`src/rtl/inst_prefetch_queue.sv`:
```
// Instruction prefetch queue.
// Streams sequential instruction words from a single-outstanding-read memory
// port into a small circular FIFO of {pc, word} entries. The core sees the
// head entry and pops it with advance. A redirect flushes the queue and
// restarts fetch at a new PC. A read that is still in flight at redirect time
// is allowed to complete, and its data is dropped.
//
// state   | meaning
// --------+------------------------------------------------------------------
// FETCH   | normal operation; a request is presented whenever an entry is free
// DISCARD | a stale read (issued before a redirect) is outstanding; drop it
// FULL    | every entry is occupied and nothing is outstanding; no request

module inst_prefetch_queue #(
    parameter int          DEPTH    = 4,
    parameter logic [31:0] RESET_PC = 32'h0
) (
    input  logic                       clk,
    input  logic                       rst,
    input  logic [31:0]                req_addr,
    input  logic                       redirect,
    input  logic                       advance,
    output logic [31:0]                inst,
    output logic [31:0]                inst_pc,
    output logic                       inst_valid,
    output logic [$clog2(DEPTH+1)-1:0] queue_count,
    output logic                       mem_req,
    output logic [31:0]                mem_addr,
    input  logic                       mem_ready,
    input  logic [31:0]                mem_rdata
);

    localparam int PTR_W = $clog2(DEPTH);
    localparam int CNT_W = $clog2(DEPTH + 1);
    localparam logic [CNT_W-1:0] DEPTH_C = CNT_W'(DEPTH);

    typedef enum logic [1:0] {
        ST_FETCH   = 2'd0,
        ST_DISCARD = 2'd1,
        ST_FULL    = 2'd2
    } state_t;

    state_t             state, state_nx;
    logic [31:0]        fetch_addr, fetch_addr_nx;
    logic [31:0]        stale_addr, stale_addr_nx;
    logic [PTR_W-1:0]   head, tail;
    logic [CNT_W-1:0]   count, count_nx;
    logic [31:0]        addr_q [DEPTH];
    logic [31:0]        data_q [DEPTH];

    logic               fire;
    logic               push;
    logic               pop;

    // Only the word address of a redirect target is used.
    logic               unused_req_lsb;
    assign unused_req_lsb = &{1'b0, req_addr[1:0]};

    // A request is presented in FETCH while there is room. Because the queue
    // cannot grow until the read completes, the request stays up and the
    // address stays put until mem_ready. In DISCARD, the stale request is
    // held on its original address until it completes.
    assign mem_req  = ~rst & (((state == ST_FETCH) & (count < DEPTH_C)) |
                              (state == ST_DISCARD));
    assign mem_addr = (state == ST_DISCARD) ? stale_addr : fetch_addr;

    assign fire = mem_req & mem_ready;
    // Data returned in DISCARD, or in the same cycle as a redirect, is dropped.
    assign push = fire & (state == ST_FETCH) & ~redirect;
    // Redirect wins over advance; advance on an empty queue is ignored.
    assign pop  = advance & inst_valid & ~redirect;

    // Head-entry outputs are driven from registered storage only. They are
    // forced to zero when the queue is empty, so reset shows zeros.
    assign inst_valid  = (count != '0);
    assign queue_count = count;
    assign inst        = inst_valid ? data_q[head] : 32'h0;
    assign inst_pc     = inst_valid ? addr_q[head] : 32'h0;

    // Next-state, fetch-address and occupancy decode.
    always_comb begin
        state_nx      = state;
        fetch_addr_nx = fetch_addr;
        stale_addr_nx = stale_addr;
        count_nx      = count;

        if (push && !pop) begin
            count_nx = count + CNT_W'(1);
        end else if (pop && !push) begin
            count_nx = count - CNT_W'(1);
        end

        if (redirect) begin
            count_nx      = '0;
            fetch_addr_nx = {req_addr[31:2], 2'b00};
            if (mem_req && !mem_ready) begin
                // The current read cannot be cancelled. Remember its address
                // so the request stays stable until it completes.
                state_nx      = ST_DISCARD;
                stale_addr_nx = mem_addr;
            end else begin
                state_nx = ST_FETCH;
            end
        end else begin
            case (state)
                ST_FETCH: begin
                    if (push) begin
                        fetch_addr_nx = fetch_addr + 32'd4;
                    end
                    if (count_nx == DEPTH_C) begin
                        state_nx = ST_FULL;
                    end
                end
                ST_DISCARD: begin
                    if (mem_ready) begin
                        state_nx = ST_FETCH;
                    end
                end
                ST_FULL: begin
                    if (pop) begin
                        state_nx = ST_FETCH;
                    end
                end
                default: begin
                    state_nx = ST_FETCH;
                end
            endcase
        end
    end

    // Control state register; reset abandons any in-flight read.
    always_ff @(posedge clk or posedge rst) begin
        if (rst) begin
            state      <= ST_FETCH;
            fetch_addr <= RESET_PC;
            stale_addr <= RESET_PC;
            count      <= '0;
        end else begin
            state      <= state_nx;
            fetch_addr <= fetch_addr_nx;
            stale_addr <= stale_addr_nx;
            count      <= count_nx;
        end
    end

    // Circular pointers; a redirect empties the queue by rewinding both.
    always_ff @(posedge clk or posedge rst) begin
        if (rst) begin
            head <= '0;
            tail <= '0;
        end else if (redirect) begin
            head <= '0;
            tail <= '0;
        end else begin
            if (push) begin
                tail <= tail + PTR_W'(1);
            end
            if (pop) begin
                head <= head + PTR_W'(1);
            end
        end
    end

    // Entry storage. It needs no reset because occupancy gates its visibility.
    always_ff @(posedge clk) begin
        if (push) begin
            addr_q[tail] <= fetch_addr;
            data_q[tail] <= mem_rdata;
        end
    end

endmodule

```
`config.mk`:
```
export PLATFORM = sky130hd
export DESIGN_NAME = inst_prefetch_queue
export DESIGN_NICKNAME = d
export VERILOG_FILES = /design/src/rtl/inst_prefetch_queue.sv
export SDC_FILE = /design/constraint.sdc
export NUM_CORES = 1
export LEC_CHECK = 0
export BUFFER_PORTS_ARGS = -buffer_cell sky130_fd_sc_hd__buf_4
export CORE_MARGIN = 4
export CORE_UTILIZATION = 55
export CTS_BUF_LIST = sky130_fd_sc_hd__clkbuf_8
export CTS_CLUSTER_DIAMETER = 80
export DETAILED_ROUTE_END_ITERATION = 8
export PLACE_DENSITY = 0.76
export RECOVER_POWER = 50
export SLEW_MARGIN = 10
export SYNTH_ARGS = -nofsm -noshare
export SYNTH_HDL_FRONTEND = slang
export SYNTH_SLANG_ARGS = --single-unit
```
`constraint.sdc`:
```
create_clock -name clk -period 4.35 [get_ports clk]
set_input_delay 0.2175 -clock clk [delete_from_list [all_inputs] [get_ports clk]]
set_output_delay 0.2175 -clock clk [all_outputs]
set_load 0.02 [all_outputs]
```
==> flow_summary_export.csv <==
group,metric,value,unit
status,status,"finished with violations",
status,violations,"max-capacitance violations, max-slew violations",
sta,tightest_slew,1.964,ns
worst_setup_path,worst-setup-path-type,"reg -> reg",
sta,finalHoldViolCount,0,
layout,fin_area,16250,um^2
logic_synthesis,mappedNetlistArea,13360,um^2
floorplanning,die_area,26840,um^2
floorplanning,start_util,0.5639,
power,p_leak,0.005902,uW
worst_setup_path,end_kind,"register",
sta,rsz0062_at_grt,"false",
power,power.share.combinational,0.322,
power,vdd_drop_max,0.0003499,V
power,pwr-share-clk,0.250,
global_routing,grt_max_degree,72,
power,intPower,6114,uW
logic_synthesis,synth-edff-count,248,
detailed_routing,via_per_inst,5.493,
clock_network,cts_resized,0,
layout,final_common_cell,"edfxtp_1",
layout,regArea,9229,um^2
place,hpwlAfterDp,15760,um
global_routing,antenna_found_initial,0,
sta,fmaxAchievable,309.7,MHz
logic_synthesis,yosys_warnings,0,
place,portBuffers,165,
clock_network,clock_path_buffers,3,
clock_network,cts_tree,"yes",
job,maxCapViolations,1,
clock_network,htreeDepth,2,
global_routing,grt_pass1_vias,7988,
sta,period_share,0.7422,
sta,slew_violations,33,
sta,maxSlewHeadroom,-0.3091,
detailed_routing,drt_iter0_drc,523,
floorplanning,fp.dieW,163.8,um
clock_network,worstSkewPairLatency,0.55,ns
global_routing,grtUsageTotal,0.2091,
layout,final_layout_size_suffix_gt1_frac,0.3069,
clock_network,cts_setup_buffers,0,
sta,setup_viol_count_final,0,
logic_synthesis,synthCells,776,
power,pwr_density_cell,549.8,nW/um^2
detailed_routing,vias,7569,
detailed_routing,drc,0,
logic_synthesis,postSynth.asyncResetShare,0.2226,
clock_network,clk_pin_slew,0.06,ns
clock_network,cts_root_buf,"clkbuf_8",
clock_network,numCtsBuffers,49,
logic_synthesis,yosysSeqAreaShare,0.6907,
worst_hold_path,hp-class,"in -> reg",
layout,mostFrequentLayoutCells,"edfxtp_1, buf_4, dfrtp_1, and2_1, dlygate4sd3_1",
sta,finClkSkew,0.01831,ns
global_routing,grt_pass1_wl,43450,um
power,p_seq_frac,0.428,
place,placed_cell_area,14890,um^2
power,switching_share,0.3156,
layout,multi_input_area,3882,um^2
floorplanning,core-area,23680,um^2
floorplanning,io_pins,170,
clock_network,cts_sinks,319,
worst_setup_path,start_kind,"register",
clock_network,ctsHoldBuffers,63,
sta,fin_tns_setup,0,ns
worst_setup_path,cp.required,4.80,ns
layout,final_nets,1095,
logic_synthesis,ys.flop_type,"edfxtp_1",
layout,area_delta_synth_final,21.67,%
power,p_sw,2820,uW
sta,period_minus_slack,3.229,ns
worst_setup_path,cp.arrival,3.67,ns
layout,diodes,0,
place,place_congestion,0.7797,
global_routing,overflow,0,
floorplanning,die_h,163.8,um
worst_setup_path,crit_fanout,17,
detailed_routing,wire_per_inst,19.96,um
logic_synthesis,avgSynthCellArea,17.21,um^2
detailed_routing,drt_wl_total,27500,um
detailed_routing,drt_pass1_iterations,5,
detailed_routing,drt.antenna.violating_nets,0,
floorplanning,num_rows,56,
layout,fillers,1639,
logic_synthesis,synth-seq-cells,319,
logic_synthesis,synth_cell_types,46,
-- Yosys cell counts (8+ instances only) --
| master | instances | area [um^2] |
|---|---|---|
| and2_1 | 65 | 406.6 |
| and3_1 | 8 | 50.05 |
| buf_2 | 10 | 50.05 |
| clkbuf_1 | 26 | 97.59 |
| dfrtp_1 | 71 | 1777 |
| edfxtp_1 | 248 | 7447 |
| ha_1 | 8 | 100.1 |
| inv_1 | 16 | 60.06 |
| mux2_2 | 56 | 630.6 |
| mux4_2 | 62 | 1396 |
| nand2_1 | 38 | 142.6 |
| nand3_1 | 13 | 65.06 |
| nor2_1 | 15 | 56.30 |
| nor3_1 | 11 | 55.05 |
| o21ai_0 | 23 | 115.1 |
| o21ai_1 | 9 | 45.04 |
| xnor2_1 | 28 | 245.2 |
-- worst max-delay path: stages (launching register included) --
cell,delay (ns)
dfrtp_1,0.45
nor4b_1,0.80
and2_0,0.40
clkbuf_1,0.68
xnor2_1,0.23
a211o_1,0.33
a221oi_1,0.24
-- state kept, by name (all words and copies together), names as in the netlist --
| name | flops |
|---|---|
| stale_addr | 32 |
| fetch_addr | 30 |
| queue_count | 3 |
| data_q | 128 |
| tail | 2 |
| head | 2 |
| addr_q | 120 |
| state | 2 |
-- power groups by stage --
| stage | clock network, uW | logic [uW] | registers, uW |
|---|---|---|---|
| floorplan | 0 | 1920 | 3770 |
| global placement | 0 | 2860 | 3880 |
| detailed placement | 0 | 2890 | 3890 |
| CTS | 2280 | 2940 | 3830 |
| global route | 2440 | 3080 | 3870 |
| finish | 2240 | 2880 | 3820 |
-- layout make-up --
class                      count  area share
clock buffer                  55     0.04659
clock inverter                37    0.009009
inverter                      16    0.003696
multi-input combinational    397      0.2389
sequential                   319      0.5680
tap                          319     0.02456
timing repair buffer         235      0.1093
-- stage by stage --
| stage | hold WS (ns) | instances | total power, uW | setup WS, ns | utilization |
|---|---|---|---|---|---|
| 6_report | 0.08746 | 1378 | 8934 | 1.121 | 0.6861 |
| 5_1_grt | 0.08793 | 1378 | 9396 | 0.9606 | 0.6861 |
| 4_1_cts | 0.05166 | 1378 | 9058 | 1.351 | 0.6935 |
| 3_5_place_dp | 0.2732 | 1223 | 6780 | 1.799 | 0.6287 |
| 3_3_place_gp | 0.2800 | 1223 | 6734 | 1.800 | 0.6287 |
| 2_1_floorplan | 0.3164 | 777 | 5687 | 1.054 | - |
-- kinds of logic after synthesis --
logic type | after synthesis | share of synthesized area
fa+ha+maj | 8 | 0.007495
flops | 319 | 0.6906
xor+xnor | 35 | 0.02295
compound gates | 45 | 0.01939
simple gates | 182 | 0.08226
mux | 125 | 0.1575
buf+inv | 61 | 0.01949
other cells | 1 | 0.0002808
-- path summary, 6_finish.rpt --
check                          startpoint              to  cells past startpoint  slack, ns
min                               advance         head[1]                      4       0.09
max in group asynchronous             rst         head[0]                      4       2.07
max reg2reg                      state[0]        state[1]                      6       1.12
max                              state[0]        state[1]                      6       1.12
min in group asynchronous             rst        state[1]                      3       0.37
min reg2reg                stale_addr[20]  stale_addr[20]                      1       0.49
-- per-layer routing --
metal	share of wire	GRT usage	vias to the layer above
met4	0.017	0.05109	0
met3	0.069	0.04366	48
li1	-	-	3475
met5	0	0	-
met1	0.42	0.2884	3786
met2	0.49	0.3478	260
Note: power is estimated with default switching activity, not from simulation.
